## src/rtl/seg_scan_mux.sv

```systemverilog
// Two-digit 7-segment scan multiplexer with blanking and traffic-lamp decode.
// Optional build macro LZ_BLANK_EN: suppress a leading '0' on the high digit.
module seg_scan_mux #(
    parameter int SCAN_DIV  = 5,
    parameter int BLANK_CYC = 1,
    parameter int BLINK_DIV = 250
) (
    input  logic       clk,
    input  logic       rst,
    input  logic       en,
    input  logic [6:0] high_seg,
    input  logic [6:0] low_seg,
    input  logic [1:0] light,
    output logic [6:0] seg_out,
    output logic [1:0] dig_sel,
    output logic [2:0] led
);

    localparam int MAXC = (SCAN_DIV > BLANK_CYC) ? SCAN_DIV : BLANK_CYC;
    localparam int CW   = (MAXC > 1) ? $clog2(MAXC) : 1;
    localparam int BW   = (BLINK_DIV > 1) ? $clog2(BLINK_DIV) : 1;

    localparam logic [CW-1:0] HI_LAST = CW'(SCAN_DIV - 1);
    localparam logic [CW-1:0] BK_LAST =
        (BLANK_CYC > 0) ? CW'(BLANK_CYC - 1) : '0;
    localparam logic [BW-1:0] BL_LAST = BW'(BLINK_DIV - 1);
    localparam logic          HAS_BLK = (BLANK_CYC > 0);

`ifdef LZ_BLANK_EN
    localparam logic LZ_ON = 1'b1;
`else
    localparam logic LZ_ON = 1'b0;
`endif

    typedef enum logic [2:0] {
        S_IDLE,
        S_HI,
        S_BLK1,
        S_LO,
        S_BLK2
    } state_t;

    state_t        state;
    state_t        state_nx;
    logic [CW-1:0] cnt;
    logic [CW-1:0] cnt_nx;
    logic [6:0]    hi_sh;
    logic [6:0]    lo_sh;
    logic [6:0]    hi_nx;
    logic [6:0]    lo_nx;
    logic          enter_hi;
    logic [6:0]    seg_nx;
    logic [1:0]    dig_nx;

    logic [BW-1:0] bcnt;
    logic          bph;
    logic [2:0]    led_nx;

    // State, slot counter and frame shadows
    always_ff @(posedge clk or posedge rst) begin
        if (rst) begin
            state <= S_IDLE;
            cnt   <= '0;
            hi_sh <= '0;
            lo_sh <= '0;
        end else begin
            state <= state_nx;
            cnt   <= cnt_nx;
            hi_sh <= hi_nx;
            lo_sh <= lo_nx;
        end
    end

    always_comb begin
        state_nx = state;
        if (!en) begin
            state_nx = S_IDLE;
        end else begin
            unique case (state)
                S_IDLE: state_nx = S_HI;
                S_HI: begin
                    if (cnt == HI_LAST)
                        state_nx = HAS_BLK ? S_BLK1 : S_LO;
                end
                S_BLK1: begin
                    if (cnt == BK_LAST)
                        state_nx = S_LO;
                end
                S_LO: begin
                    if (cnt == HI_LAST)
                        state_nx = HAS_BLK ? S_BLK2 : S_HI;
                end
                S_BLK2: begin
                    if (cnt == BK_LAST)
                        state_nx = S_HI;
                end
                default: state_nx = S_IDLE;
            endcase
        end
    end

    // Both digits are latched together so one frame never mixes samples
    always_comb begin
        enter_hi = (state_nx == S_HI) && (state != S_HI);
        hi_nx    = enter_hi ? high_seg : hi_sh;
        lo_nx    = enter_hi ? low_seg : lo_sh;
        if ((state_nx != state) || (state_nx == S_IDLE))
            cnt_nx = '0;
        else
            cnt_nx = cnt + CW'(1);
    end

    always_comb begin
        seg_nx = '0;
        dig_nx = '0;
        unique case (state_nx)
            S_HI: begin
                dig_nx = 2'b10;
                seg_nx = (LZ_ON && (hi_nx == 7'h3F)) ? 7'h00 : hi_nx;
            end
            S_LO: begin
                dig_nx = 2'b01;
                seg_nx = lo_nx;
            end
            default: begin
                seg_nx = '0;
                dig_nx = '0;
            end
        endcase
    end

    always_ff @(posedge clk or posedge rst) begin
        if (rst) begin
            seg_out <= '0;
            dig_sel <= '0;
        end else begin
            seg_out <= seg_nx;
            dig_sel <= dig_nx;
        end
    end

    // Phase 0 is the lit half so the first fault cycle shows red
    always_comb begin
        led_nx = 3'b000;
        unique case (light)
            2'b00:   led_nx = 3'b100;
            2'b01:   led_nx = 3'b001;
            2'b10:   led_nx = 3'b010;
            2'b11:   led_nx = {~bph, 2'b00};
            default: led_nx = 3'b000;
        endcase
    end

    always_ff @(posedge clk or posedge rst) begin
        if (rst) begin
            led  <= '0;
            bcnt <= '0;
            bph  <= 1'b0;
        end else begin
            led <= led_nx;
            if (light == 2'b11) begin
                if (bcnt == BL_LAST) begin
                    bcnt <= '0;
                    bph  <= ~bph;
                end else begin
                    bcnt <= bcnt + BW'(1);
                end
            end else begin
                bcnt <= '0;
                bph  <= 1'b0;
            end
        end
    end

endmodule

```

## config.mk

```make
export PLATFORM = sky130hd
export DESIGN_NAME = seg_scan_mux
export DESIGN_NICKNAME = d
export VERILOG_FILES = /design/src/rtl/seg_scan_mux.sv
export SDC_FILE = /design/constraint.sdc
export NUM_CORES = 1
export LEC_CHECK = 0
export ABC_AREA = 1
export CAP_MARGIN = 20
export CELL_PAD_IN_SITES_DETAIL_PLACEMENT = 1
export CELL_PAD_IN_SITES_GLOBAL_PLACEMENT = 1
export CORE_MARGIN = 5
export CORE_UTILIZATION = 40
export CTS_BUF_LIST = sky130_fd_sc_hd__clkbuf_4
export DETAILED_ROUTE_END_ITERATION = 6
export PLACE_DENSITY_LB_ADDON = 0.2
export SLEW_MARGIN = 20
export SYNTH_ARGS = -nofsm -noshare
export SYNTH_HDL_FRONTEND = slang
export SYNTH_SLANG_ARGS = --single-unit
export TNS_END_PERCENT = 1
```

## constraint.sdc

```tcl
create_clock -name clk -period 3.4 [get_ports clk]
set_clock_uncertainty 0.2 [all_clocks]
set_input_delay 0.68 -clock clk [delete_from_list [all_inputs] [get_ports clk]]
set_output_delay 0.68 -clock clk [all_outputs]
set_load 0.01 [all_outputs]
```

==> results of run 1 <==
==> report_power, final <==
part	switching [mW]	total [mW]	internal (mW)
logic	0.0806	0.152	0.0718
registers	0.0125	0.534	0.522
clock network	0.156	0.306	0.150
total	0.249	0.993	0.744
==> worst min-delay path by stage <==
stage	startpoint	to	slack, ns	depth (start not counted)
2_1_floorplan	cnt[0]	cnt[0]	0.23	1
3_3_place_gp	cnt[0]	cnt[0]	0.26	1
3_5_place_dp	cnt[0]	cnt[0]	0.27	1
4_1_cts	cnt[0]	cnt[0]	0.29	1
5_1_grt	cnt[0]	cnt[0]	0.32	1
6_report	cnt[0]	cnt[0]	0.28	1
==> routing by layer <==
metal	vias up	global-route usage, %	wire length, um
met1	743	19.6	2080
met4	0	7.60	83
met3	7	3.22	161
met5	-	0	0
met2	26	25.5	2080
li1	793	-	-
==> cell type report <==
type	count	area [sq um]	share of cell area, %
well taps	67	83.8	3.43
clock inverters	2	35.0	1.43
flip-flops and latches	41	1030	42.0
clock buffers	5	37.5	1.54
repair buffers	31	308	12.6
multi-input cells	140	771	31.5
inverters	49	184	7.52
==> stage by stage <==
step	utilization, %	area [sq um]	hold slack [ns]
finish	51.1	2440	0.280
floorplan	-	2010	0.231
global placement	49.6	2370	0.259
CTS	51.1	2440	0.288
global route	51.1	2440	0.317
detailed placement	49.6	2370	0.271
==> logic make-up after synthesis <==
group	count (synthesis)	share of synthesized area, %
flip-flops	41	51.1
XOR/XNOR	3	1.31
AO/OA/AOI/OAI	12	3.86
adder cells (fa/ha/maj)	4	2.49
AND/OR/NAND/NOR	121	30.7
buffers and inverters	53	10.5
==> cell usage after synthesis <==
cell	count	area share, %
a21oi_1	3	0.75
a21oi_2	1	0.44
a21oi_4	1	0.81
and2_1	14	4.4
and3_1	1	0.31
buf_2	1	0.25
buf_4	1	0.37
buf_6	1	0.56
clkbuf_1	1	0.19
dfrtp_1	41	51
ha_1	4	2.5
inv_1	48	9.0
inv_2	1	0.19
nand2_1	30	5.6
nand2_2	11	3.4
nand3_1	20	5.0
nand3_4	1	0.87
nand3b_2	1	0.56
nand4_1	16	5.0
nor2_1	21	3.9
nor2_2	2	0.62
nor3_1	3	0.75
o21ai_0	6	1.5
o31ai_1	1	0.37
or2_2	1	0.31
xnor2_1	2	0.87
xor2_1	1	0.44
==> flip-flops by register name, indices dropped and copies added, names as in the netlist <==
register / count
bcnt: 8
hi_sh: 7
lo_sh: 7
seg_out: 7
cnt: 3
led: 3
state: 3
dig_sel: 2
bph: 1
==> worst max-delay path: stages (launching register included) <==
cell,delay (ns)
dfrtp_1,0.42
inv_1,0.07
ha_1,0.17
inv_1,0.07
nor2_1,0.19
nand2_1,0.15
a21oi_4,0.46
nand3_4,0.33
nand2_1,0.16
nand3_1,0.09
nand2_1,0.09
==> run summary, run 1 <==
Synthesis inferred 41 register bits. The Yosys step of the flow raised 0 warnings. The sum of routed wire length over all layers came out at 4.40 mm. The transition time at the pin with the least slew margin came out at 0.548 ns. The congestion estimate from routability-driven global placement came to 0.732. In the final timing run, aggregate negative setup slack is 0 ns. Measured in cells, the most critical reg-to-reg path has a length of 10. The synthesized netlist net count came out at 257. The maximum number of buffers from clock root to sink came out at 2. The most common cell after layout, fill and taps aside is inv_1. The ratio of routed vias to standard cells is 4.68. The required time of the worst setup path came out at 3.50 ns. The area enclosed by the die boundary came out at 6540 sq um. In this run the critical register-to-register path is launched from cnt[0]. The top cell types in the final layout, fill and taps aside, are inv_1 (48), dfrtp_1 (41), nand2_1 (30), clkdlybuf4s50_1 (30), nor2_1 (21). Before antenna repair, the detailed router went through 4 iterations. The standby leakage power came out at 1.23 nW. The number of remaining DRC errors came out at 0.

TritonCTS built the clock tree. The final critical delay including setup and external delays is 2.45 ns. The HPWL after detailed placement is 3.13 mm. For this run, the total global-route usage over all layers was measured as 15.6%. The max-capacitance violation count is 0. The critical path starts at cnt[0]. The data arrival time of the worst path came out at 2.55 ns.

The synthesized area is 2010 sq um. The smallest setup slack after layout came out at 0.951 ns. The sequential area share after synthesis is 51.1%.

The die height came out at 80.9 um. The count of nets after finishing came out at 291. The synthesized netlist contains 27 unique library cells.

The TritonCTS sink count came out at 41. The floorplan die width came out at 80.9 um. Summed over all layers, the global routing overflow is 0. The setup slack at placement came out at 0.604 ns. The fraction of layout cells with a size suffix above 1 is 10.1%.

The maximum number of pins on one net before global-route repair came out at 42. The number of H-tree levels is 2. The clock edge transition at the registers on the reported setup and hold paths came out at 0.12 ns.

The final route contains 1,569 vias. Buffers inserted during clock tree synthesis total 5. The area growth from synthesis to layout is 21.7%. The worst setup path is launched from a flop. Setup repair after global routing left no endpoint under its margin. The first-pass GRT wire length came out at 7.71 mm. The number of filler cells placed in the layout is 587. The antenna diode count came out at 0. The flow ran to the end, and the final reports show no timing, DRC or antenna violations. The initial antenna violation count came out at 0. The type of the most critical hold path is flop to flop. By startpoint and endpoint, the worst setup path is classified as flop to flop. The most critical setup path has its endpoint at seg_out[4]. The post-route fraction of the period consumed by the critical path came out at 72.0%.

The post-CTS setup repair buffer count came out at 0. STA classifies the critical path endpoint as a flop. The largest voltage drop on the vdd net came out at 179 uV.

The number of placed instances, taps included, is 328. The capturing point of the worst reg2reg path is seg_out[4]. Row generation in the floorplan step produced 25 rows. The reg-to-reg setup timing slack came out at 0.95 ns.

Once the floorplan was initialized, standard cells occupied 42.0% of the core. After clock tree synthesis, the flow added hold-fix buffers numbering 0. Setup violations remaining at the end of the flow were counted as 0. After detailed routing, the average wire length per cell comes to 13.1 um. The synthesized area per cell came out at 8.58 sq um. Synthesis produced a netlist whose cell count is 234. Once the clock tree was built, the resizer swapped 0 gates to a different size. The clock insertion delay at the later pin of the skew report came out at 0.35 ns.

The maximum frequency from static timing analysis came out at 408 MHz. The final count of hold timing violations is 0. The power per unit of standard cell area is 406 nW/um^2. The biggest fanout along the worst timing path is 17. The number of max-slew violations in the final report is 0. The number of global-route vias before repair is 1,670. In this run the count of I/O pins placed on the die edge is 31. The area of the placeable core came out at 4790 sq um.

The number of nets with antenna violations after detailed routing is 0. In this run, the number of DRC markers left after iteration 0 of detailed routing was 54. The tree is rooted in a clkbuf_4. The count of input and output buffers came out at 30. The final non-filler cell total came out at 335.

The overall power of the completed layout is 0.993 mW. The worst relative slew slack came out at 63.4%.
(Power assumes the default switching activity.)
==> run 2: changes to the inputs <==
CORE_UTILIZATION = 37   (was 40)
clock period = 2.2 ns   (was 3.4 ns; I/O delays follow)
==> run summary, run 2 (synthesis results as in run 1) <==
The standby leakage power is 1.32 nW. For this block, the via count after detailed routing is 1,637. The worst hold path belongs to the class input port to asynchronous set/reset pin.

Setup repair after global routing left no endpoint under its margin. The count of endpoints failing setup in the final report came out at 0. The maximum number of pins on one net before global-route repair is 42. The post-route fraction of the period consumed by the critical path is 93.2%.

The worst setup path is of the flop to flop kind. For the worst-skew pair, the clock arrives at the later sink with an insertion delay of 0.34 ns. The number of remaining DRC errors came out at 0. Leaving out fill and tap cells, the most frequent cells in the layout are inv_1 (48), dfrtp_1 (41), clkdlybuf4s50_1 (30). The capturing point of the worst reg2reg path is seg_out[2].

TritonCTS built the clock tree. The worst register-to-register path begins at cnt[0]. The library cell used most frequently in the layout, excluding fill and tap cells, is inv_1. Cells with a size suffix above 1 make up 16.0% of the layout.

The register containing the most flip-flops in the final layout is bcnt. The signal on the critical path passes through inv_1 > ha_1 > inv_1 > nor2_4 > nand2_2 > a21oi_4 > buf_4 > nand3_4 > nand2_2 > nand3_1 > nand2_1. The clock passes through at most 2 buffers. The initial standard-cell utilization of the core came out at 38.6%. The ratio of routed vias to standard cells came out at 4.65.

At the worst endpoint, the required time is 2.28 ns. Clock tree synthesis inserted a total of 5 buffers. The largest voltage drop on the vdd net came out at 438 uV. The detailed-placement wirelength estimate came out at 3.49 mm. The longest individual stage delay on the worst path came out at 0.42 ns. The weighted congestion reported at the end of routability-driven placement is 0.793. The clock drives 41 sinks. For this run, the total global-route usage over all layers was measured as 14.5%. The worst setup path is launched from a flop. The number of H-tree levels is 2. The max-capacitance violation count is 0.

The area of the placeable core is 5200 sq um. The count of buffers added on input and output ports is 30. For this design the top-level I/O count stands at 31. The floorplan step set the die height to 83.7 um. Clock tree synthesis selected as its root buffer the cell clkbuf_4. The floorplan die width came out at 83.7 um.

The initialized floorplan defines 26 standard-cell rows. The final setup TNS is 0 ns. The number of filler cells placed in the layout came out at 641. The aggregate global routing overflow is 0. The sum of routed wire length over all layers came out at 4.77 mm.

The number of max-slew violations in the final report is 0. The transition time at the pin with the least slew margin is 0.520 ns. The number of nets with antenna violations after detailed routing is 0. The total iterations of the first detailed-routing run came out at 4. The antenna diode count is 0. The area enclosed by the die boundary came out at 7000 sq um. Prior to clock tree synthesis, the placed netlist has a worst setup slack of -0.00882 ns. The final count of hold timing violations is 0. Among all stages on the critical path, the largest delay is contributed by dfrtp_1. The synthesis-to-layout area growth is 29.0%. The reg-to-reg setup timing slack is 0.15 ns. The maximum frequency from static timing analysis came out at 487 MHz.

The final standard cell utilization of the core is 49.8%. The starting DRC count in detailed routing came out at 60. Subtracting the final worst setup slack from the clock period gives 2.05 ns.

The power per unit of standard cell area is 607 nW/um^2. The register with the most flip-flops in the layout has 8 of them. After detailed routing, the average wire length per cell comes to 13.6 um.

The worst relative slew slack is 65.3%. At the worst endpoint, the arrival time is 2.13 ns. At the end of the flow, the number of nets in the layout was 304.

The initial antenna violation count came to 0. The run finished with clean final reports. The smallest setup slack after layout is 0.149 ns. The first-pass GRT wire length is 8.20 mm. The worst-case reg-to-reg path depth is 11. STA classifies the critical path endpoint as a flop.

The biggest fanout along the worst timing path is 7. After clock tree synthesis, the clock-pin slew on the worst setup and hold paths is 0.12 ns. The number of global-route vias before repair is 1,736.
==> run 2: changes by cell type in the layout (fill, tap and decap cells not counted), sizes merged <==
cell	change
buf	+12
clkbuf	+1
nand3	+1
==> run 2: how the worst max path moves through the flow <==
stage                      start         end  slack, ns  cells past startpoint
after floorplan           cnt[0]    hi_sh[0]       0.34                      9
after global placement        en    lo_sh[0]       0.07                      7
after detailed placement      en    hi_sh[4]     -0.009                      7
after CTS                 cnt[0]  seg_out[2]       0.06                     10
after global routing      cnt[0]  seg_out[3]       0.02                     11
final                     cnt[0]  seg_out[2]       0.15                     11
==> run 2: what timing repair did <==
action	CTS	global route
endpoints found under the setup margin	0	23
resized for setup	0	9
setup buffers	0	2
hold buffers	0	0
==> run 2: power by group <==
part | switching, mW | total (mW) | internal [mW]
Combinational | 0.133 | 0.258 | 0.125
Clock | 0.241 | 0.490 | 0.249
Sequential | 0.0189 | 0.826 | 0.807
Total | 0.393 | 1.57 | 1.18
==> run 2: final cells by class <==
class / count / area (sq um) / share of cell area (%)
Tap cell: 70 / 87.6 / 3.38
Clock buffer: 6 / 45.0 / 1.74
Timing Repair Buffer: 43 / 405 / 15.6
Multi-Input combinational cell: 141 / 810 / 31.2
Sequential cell: 41 / 1030 / 39.6
Inverter: 49 / 184 / 7.10
Clock inverter: 2 / 33.8 / 1.30
==> run 2: layer usage <==
metal / up-vias / global-route usage [%] / routed length (um)
met3: 7 / 3.46 / 136
met5: - / 0 / 0
met4: 0 / 3.95 / 68
met1: 787 / 18.3 / 2130
li1: 823 / - / -
met2: 20 / 24.6 / 2440
==> run 2: critical path: cells and delay by family (launching register included) <==
family / cells / cell delay, ns
flops: 1 / 0.42
buf+inv: 3 / 0.32
compound gates: 1 / 0.25
fa+ha+maj: 1 / 0.17
simple gates: 6 / 0.61
==> run 2: per-stage QoR <==
stage | power (mW) | cells | cell area [sq um] | hold WS [ns]
2_1_floorplan | 0.976 | 234 | 2010 | 0.231
4_1_cts | 1.59 | 349 | 2530 | 0.286
3_5_place_dp | 1.09 | 341 | 2450 | 0.269
5_1_grt | 1.68 | 352 | 2590 | 0.350
3_3_place_gp | 1.08 | 341 | 2450 | 0.263
6_report | 1.57 | 352 | 2590 | 0.323
==> run 3: changes to the inputs <==
GPL_ROUTABILITY_DRIVEN = 0   (was not set)
==> results of run 3 <==
The final DEF is identical to that of run 2; final timing and power are the same.
